`config.mk`:
```
export PLATFORM = sky130hd
export DESIGN_NAME = bg_sram_arbiter
export DESIGN_NICKNAME = d
export VERILOG_FILES = /design/src/rtl/bg_sram_pkg.sv /design/src/rtl/bg_sram_wrbuf.sv /design/src/rtl/bg_sram_arbiter.sv
export SDC_FILE = /design/constraint.sdc
export NUM_CORES = 1
export LEC_CHECK = 0
export ABC_AREA = 1
export BUFFER_PORTS_ARGS = -buffer_cell sky130_fd_sc_hd__buf_2
export CORE_UTILIZATION = 53
export DETAILED_ROUTE_END_ITERATION = 6
export HOLD_SLACK_MARGIN = 0.12
export PLACE_DENSITY_LB_ADDON = 0.25
export SLEW_MARGIN = 40
export SYNTH_ARGS = -nofsm -noshare
export SYNTH_HDL_FRONTEND = slang
export SYNTH_HIERARCHICAL = 1
export SYNTH_SLANG_ARGS = --single-unit
```
`constraint.sdc`:
```
create_clock -name master_clk -period 2.25 [get_ports master_clk]
set_clock_uncertainty 0.2 [all_clocks]
set_input_delay 0.225 -clock master_clk [delete_from_list [all_inputs] [get_ports master_clk]]
set_output_delay 0.225 -clock master_clk [all_outputs]
set_load 0.02 [all_outputs]
```
`src/rtl/bg_sram_pkg.sv`:
```
// Shared types and constants for the background-graphics SRAM sequencer.
package bg_sram_pkg;

  localparam int ADDR_W_DEFAULT = 17;

  typedef enum logic [2:0] {
    IDLE,
    RD0A,
    RD0D,
    RD1A,
    RD1D,
    WRA,
    WRP,
    WRH
  } state_t;

  typedef enum logic {
    GRANT_WR = 1'b0,
    GRANT_BG = 1'b1
  } grant_t;

  localparam logic LANE_LB = 1'b0;
  localparam logic LANE_UB = 1'b1;

  localparam logic FETCH_W0 = 1'b0;
  localparam logic FETCH_W1 = 1'b1;

  // A tile row occupies two consecutive SRAM words: planes 0/1, then planes 2/3.
  function automatic logic [15:0] fetch_word(input logic [14:0] tile_row, input logic word_sel);
    return {tile_row, word_sel};
  endfunction

endpackage

```
`src/rtl/bg_sram_wrbuf.sv`:
```
// Single-entry download byte buffer: captures qualified strobes, flags drops,
// and releases its contents when the arbiter grants the write.
module bg_sram_wrbuf
  import bg_sram_pkg::*;
(
  input  logic        master_clk,
  input  logic        reset,
  input  logic        strobe,
  input  logic        grant,
  input  logic [17:0] byte_addr,
  input  logic [7:0]  byte_data,
  output logic        full,
  output logic [16:0] word_addr,
  output logic        lane,
  output logic [7:0]  data,
  output logic        busy,
  output logic        overflow
);

  logic        full_reg;
  logic        full_next;
  logic        busy_reg;
  logic        overflow_reg;
  logic [16:0] word_addr_reg;
  logic        lane_reg;
  logic [7:0]  data_reg;
  logic        accept;

  // The grant cycle frees the slot, so a strobe arriving then still fits.
  assign accept = strobe & (~full_reg | grant);

  always_comb begin
    full_next = full_reg;
    if (grant) begin
      full_next = 1'b0;
    end
    if (accept) begin
      full_next = 1'b1;
    end
  end

  always_ff @(posedge master_clk) begin
    if (reset) begin
      full_reg      <= 1'b0;
      busy_reg      <= 1'b0;
      overflow_reg  <= 1'b0;
      word_addr_reg <= '0;
      lane_reg      <= LANE_LB;
      data_reg      <= '0;
    end else begin
      full_reg <= full_next;
      // Busy also covers the address-setup cycle of a granted write.
      busy_reg <= full_next | grant;
      if (strobe & ~accept) begin
        overflow_reg <= 1'b1;
      end
      if (accept) begin
        word_addr_reg <= byte_addr[17:1];
        lane_reg      <= byte_addr[0];
        data_reg      <= byte_data;
      end
    end
  end

  assign full      = full_reg;
  assign word_addr = word_addr_reg;
  assign lane      = lane_reg;
  assign data      = data_reg;
  assign busy      = busy_reg;
  assign overflow  = overflow_reg;

endmodule

```
`src/rtl/bg_sram_arbiter.sv`:
```
// Shares the background-graphics SRAM between download byte writes and
// two-word planar tile-row fetches; every SRAM pin is driven from a register.
module bg_sram_arbiter
  import bg_sram_pkg::*;
#(
  parameter int ADDR_W  = ADDR_W_DEFAULT,
  parameter int BG_BASE = 0
) (
  input  logic              master_clk,
  input  logic              reset,
  input  logic              bg_req,
  input  logic [14:0]       bg_addr,
  output logic              bg_ack,
  output logic [31:0]       bg_data,
  output logic              bg_valid,
  input  logic              dn_wr,
  input  logic              ep5_cs_i,
  input  logic [17:0]       dn_addr,
  input  logic [7:0]        dn_data,
  output logic              dn_busy,
  output logic              dn_overflow,
  output logic [ADDR_W-1:0] sram_addr,
  input  logic [15:0]       sram_dq_i,
  output logic [15:0]       sram_dq_o,
  output logic              sram_dq_oe,
  output logic              sram_oe_n,
  output logic              sram_we_n,
  output logic              sram_ub_n,
  output logic              sram_lb_n
);

  localparam logic [ADDR_W-1:0] BASE = ADDR_W'(BG_BASE);

  state_t              state_reg;
  state_t              state_next;
  grant_t              last_grant_reg;
  logic                grant_bg;
  logic                grant_wr;
  logic [14:0]         fetch_addr_reg;
  logic [15:0]         word0_reg;
  logic [31:0]         bg_data_reg;
  logic                bg_ack_reg;
  logic                bg_valid_reg;

  logic [ADDR_W-1:0]   addr_reg;
  logic [ADDR_W-1:0]   addr_next;
  logic [15:0]         dq_o_reg;
  logic [15:0]         dq_o_next;
  logic                dq_oe_reg;
  logic                dq_oe_next;
  logic                oe_n_reg;
  logic                oe_n_next;
  logic                we_n_reg;
  logic                we_n_next;
  logic                ub_n_reg;
  logic                ub_n_next;
  logic                lb_n_reg;
  logic                lb_n_next;

  logic                wr_full;
  logic [16:0]         wr_word_addr;
  logic                wr_lane;
  logic [7:0]          wr_data;

  bg_sram_wrbuf u_wrbuf (
    .master_clk (master_clk),
    .reset      (reset),
    .strobe     (dn_wr & ep5_cs_i),
    .grant      (grant_wr),
    .byte_addr  (dn_addr),
    .byte_data  (dn_data),
    .full       (wr_full),
    .word_addr  (wr_word_addr),
    .lane       (wr_lane),
    .data       (wr_data),
    .busy       (dn_busy),
    .overflow   (dn_overflow)
  );

  always_ff @(posedge master_clk) begin
    if (reset) begin
      state_reg <= IDLE;
    end else begin
      state_reg <= state_next;
    end
  end

  // Pin values are computed for the state being entered, so the registered
  // pins line up exactly with the state they belong to.
  always_comb begin
    state_next = state_reg;
    grant_bg   = 1'b0;
    grant_wr   = 1'b0;
    addr_next  = addr_reg;
    dq_o_next  = dq_o_reg;
    dq_oe_next = 1'b0;
    oe_n_next  = 1'b1;
    we_n_next  = 1'b1;
    ub_n_next  = 1'b1;
    lb_n_next  = 1'b1;

    case (state_reg)
      IDLE: begin
        if (bg_req && (!wr_full || last_grant_reg == GRANT_WR)) begin
          grant_bg   = 1'b1;
          state_next = RD0A;
        end else if (wr_full) begin
          grant_wr   = 1'b1;
          state_next = WRA;
        end
      end
      RD0A:    state_next = RD0D;
      RD0D:    state_next = RD1A;
      RD1A:    state_next = RD1D;
      RD1D:    state_next = IDLE;
      WRA:     state_next = WRP;
      WRP:     state_next = WRH;
      WRH:     state_next = IDLE;
      default: state_next = IDLE;
    endcase

    case (state_next)
      RD0A, RD0D, RD1A, RD1D: begin
        oe_n_next = 1'b0;
        ub_n_next = 1'b0;
        lb_n_next = 1'b0;
      end
      WRA, WRP, WRH: begin
        dq_oe_next = 1'b1;
        we_n_next  = (state_next != WRP);
        ub_n_next  = ub_n_reg;
        lb_n_next  = lb_n_reg;
      end
      default: ;
    endcase

    if (grant_bg) begin
      addr_next = BASE + ADDR_W'(fetch_word(bg_addr, FETCH_W0));
    end
    if (state_reg == RD0D) begin
      addr_next = BASE + ADDR_W'(fetch_word(fetch_addr_reg, FETCH_W1));
    end
    if (grant_wr) begin
      addr_next = BASE + ADDR_W'(wr_word_addr);
      dq_o_next = {wr_data, wr_data};
      ub_n_next = (wr_lane != LANE_UB);
      lb_n_next = (wr_lane != LANE_LB);
    end
  end

  always_ff @(posedge master_clk) begin
    if (reset) begin
      last_grant_reg <= GRANT_WR;
      fetch_addr_reg <= '0;
      word0_reg      <= '0;
      bg_data_reg    <= '0;
      bg_ack_reg     <= 1'b0;
      bg_valid_reg   <= 1'b0;
      addr_reg       <= '0;
      dq_o_reg       <= '0;
      dq_oe_reg      <= 1'b0;
      oe_n_reg       <= 1'b1;
      we_n_reg       <= 1'b1;
      ub_n_reg       <= 1'b1;
      lb_n_reg       <= 1'b1;
    end else begin
      bg_ack_reg   <= grant_bg;
      bg_valid_reg <= (state_reg == RD1D);
      if (grant_bg) begin
        last_grant_reg <= GRANT_BG;
        fetch_addr_reg <= bg_addr;
      end else if (grant_wr) begin
        last_grant_reg <= GRANT_WR;
      end
      if (state_reg == RD0D) begin
        word0_reg <= sram_dq_i;
      end
      if (state_reg == RD1D) begin
        bg_data_reg <= {sram_dq_i, word0_reg};
      end
      addr_reg  <= addr_next;
      dq_o_reg  <= dq_o_next;
      dq_oe_reg <= dq_oe_next;
      oe_n_reg  <= oe_n_next;
      we_n_reg  <= we_n_next;
      ub_n_reg  <= ub_n_next;
      lb_n_reg  <= lb_n_next;
    end
  end

  assign bg_ack     = bg_ack_reg;
  assign bg_valid   = bg_valid_reg;
  assign bg_data    = bg_data_reg;
  assign sram_addr  = addr_reg;
  assign sram_dq_o  = dq_o_reg;
  assign sram_dq_oe = dq_oe_reg;
  assign sram_oe_n  = oe_n_reg;
  assign sram_we_n  = we_n_reg;
  assign sram_ub_n  = ub_n_reg;
  assign sram_lb_n  = lb_n_reg;

endmodule

```
==> impl_metrics.yaml <==
timing:
  post-route-period-util: 0.9449
  hold-worst-slack_ns: 0.2554
  rsz0062_at_grt: "false"
  fmax_ghz: 0.4703
  tns_ns: 0
  worst_slew_pin_slew_ns: 0.5728
  relSlewSlack: 0.6178
  finalMaxSlewViolations: 0
  setup_viol: 0
  period_needed_ns: 2.126
  hold_violations: 0
floorplanning:
  die_y_um: 104.4
  num_rows: 37
  initial_utilization: 0.5431
  core_mm2: 0.01023
  die_x_um: 104.4
  dieArea_mm2: 0.01090
  ioPinCount: 136
synthesis:
  synth-seq-area-share: 0.4612
  synth_area_mm2: 0.005557
  synthCells: 757
  syn_nets: 819
  yosys.area.top_type: "dfxtp_1"
  syn_area_per_cell_um2: 7.340
  synth_warnings: 6
  yosys_register_bits: 128
  synth_area_leaders: "dfxtp_1 (46%), nand2_1 (8.2%), nor2_1 (8.0%)"
  ys_types: 26
  synth_top_area_frac: 0.4612
clock_network:
  cts_resized: 0
  clock_path_buffers: 2
  cts_max_level: 4
  cts_setup_buffers: 0
  cts_num_sinks: 128
  clk_pin_slew_worst_paths_ns: 0.05
  ctsHoldBuffers: 61
  numCtsBuffers: 17
  cts_tree: "yes"
  clockRootBuffer: "clkbuf_8"
  insertion_delay_ns: 0.51
run_status:
  status: "complete, no violations"
grt:
  track_usage: 0.2698
  grt_max_degree: 55
  grt_pass1_wl_um: 23810
  grt_overflow: 0
  grt_pass1_vias: 5123
  antenna_found_initial: 0
worst_setup_path:
  cp-end-kind: "flip-flop"
  worst_setup_path_start_kind: "flip-flop"
  crit_fanout: 36
  required_ns: 2.50
  critPathKind: "flip-flop to flip-flop"
  cp.arrival_ns: 2.38
finish:
  layout_common_cells: "buf_2 (135), dfxtp_1 (128), nand2_1 (121)"
  layout_commonest_cell: "buf_2"
  final_cells: 1073
  largest_register_ffs: 32
  drive_gt1_frac: 0.2348
  antenna_cells: 0
  nets: 989
  final_util: 0.7141
  syn2layout_area_growth_pct: 31.48
drt:
  drtAntennaViolNets: 0
  drt_pre_antenna_iters: 7
  drtIter0Drc: 357
  drcViolationCount: 0
  wire_per_inst_um: 13.34
  routed_via_density: 5.099
  wirelength_um: 14310
  vias: 5471
power:
  leakagePower_nw: 3.619
  p_per_area_mw_per_mm2: 905.9
  vdd_drop_max_mv: 0.4251
place:
  routabilityCongestion: 0.8440
  io_buffers: 135
  dp.cells: 983
  dp_hpwl_um: 8999
job:
  drv_cap: 0
worst_hold_path:
  hold_path_class: "flip-flop to flip-flop"
routing by layer:
| layer | vias to the layer above | global-route usage | share of wire |
|---|---|---|---|
| li1 | 2748 | - | - |
| met1 | 2520 | 0.3345 | 0.44 |
| met2 | 186 | 0.4607 | 0.50 |
| met3 | 17 | 0.05827 | 0.051 |
| met4 | 0 | 0.09388 | 0.012 |
| met5 | - | 0 | 0 |
worst paths after layout:
kind / start / to / slack, ns / cells after the start
setup / recovery: state_reg[0] / word0_reg[15] / 0.12 / 6
hold / removal: word0_reg[3] / bg_data[3] / 0.26 / 2
setup reg to reg: state_reg[0] / word0_reg[15] / 0.12 / 6
hold reg to reg: word0_reg[3] / bg_data[3] / 0.26 / 2
cells by family after synthesis:
logic type / share of synthesized area
buffers and inverters: 0.1236
AO/OA/AOI/OAI: 0.1225
AND/OR/NAND/NOR: 0.2927
flip-flops: 0.4612
cell type report:
class	count	area, um^2
Clock buffer	22	452.9
Clock inverter	7	87.58
Fill cell	824	2925
Inverter	85	321.6
Multi-Input combinational cell	485	2307
Sequential cell	128	2562
Tap cell	136	170.2
Timing Repair Buffer	210	1404
critical path, cell delays in order (launching register included):
cell and delay [ns]:
dfxtp_1 0.58, inv_2 0.08, nand3_2 0.21, buf_12 0.23, nand2_1 0.07, a21oi_1 0.15
dlygate4sd3_1 0.56
metrics by stage:
step	setup WS (ns)	area, um^2	total power, mW
2_1_floorplan	0.4665	5557	3.683
3_3_place_gp	0.3127	6155	4.005
3_5_place_dp	0.2068	6155	4.038
4_1_cts	0.1766	7306	6.644
5_1_grt	0.003049	7306	6.945
6_report	0.1239	7306	6.618
cells in the mapped netlist:
| cell type | count |
|---|---|
| a21boi_1 | 1 |
| a21oi_1 | 60 |
| a21oi_2 | 1 |
| a21oi_4 | 1 |
| a31oi_1 | 2 |
| buf_2 | 22 |
| buf_4 | 19 |
| buf_6 | 6 |
| clkbuf_1 | 12 |
| dfxtp_1 | 128 |
| inv_1 | 62 |
| inv_2 | 22 |
| inv_4 | 1 |
| nand2_1 | 121 |
| nand2_2 | 2 |
| nand2_4 | 3 |
| nand3_1 | 62 |
| nand3_2 | 10 |
| nand3_4 | 1 |
| nand3b_1 | 16 |
| nand4_1 | 16 |
| nor2_1 | 118 |
| nor2_2 | 2 |
| nor2_4 | 2 |
| o21ai_0 | 65 |
| o21ai_1 | 2 |
power by group:
| group | total, mW | internal, mW | leakage [nW] | switching (mW) |
|---|---|---|---|---|
| sequential | 2.65 | 2.52 | 1.05 | 0.133 |
| combinational | 1.44 | 0.534 | 2.30 | 0.909 |
| clock | 2.52 | 1.61 | 0.266 | 0.919 |
| total | 6.62 | 4.66 | 3.62 | 1.96 |
Power figures use the tool's default switching activity.
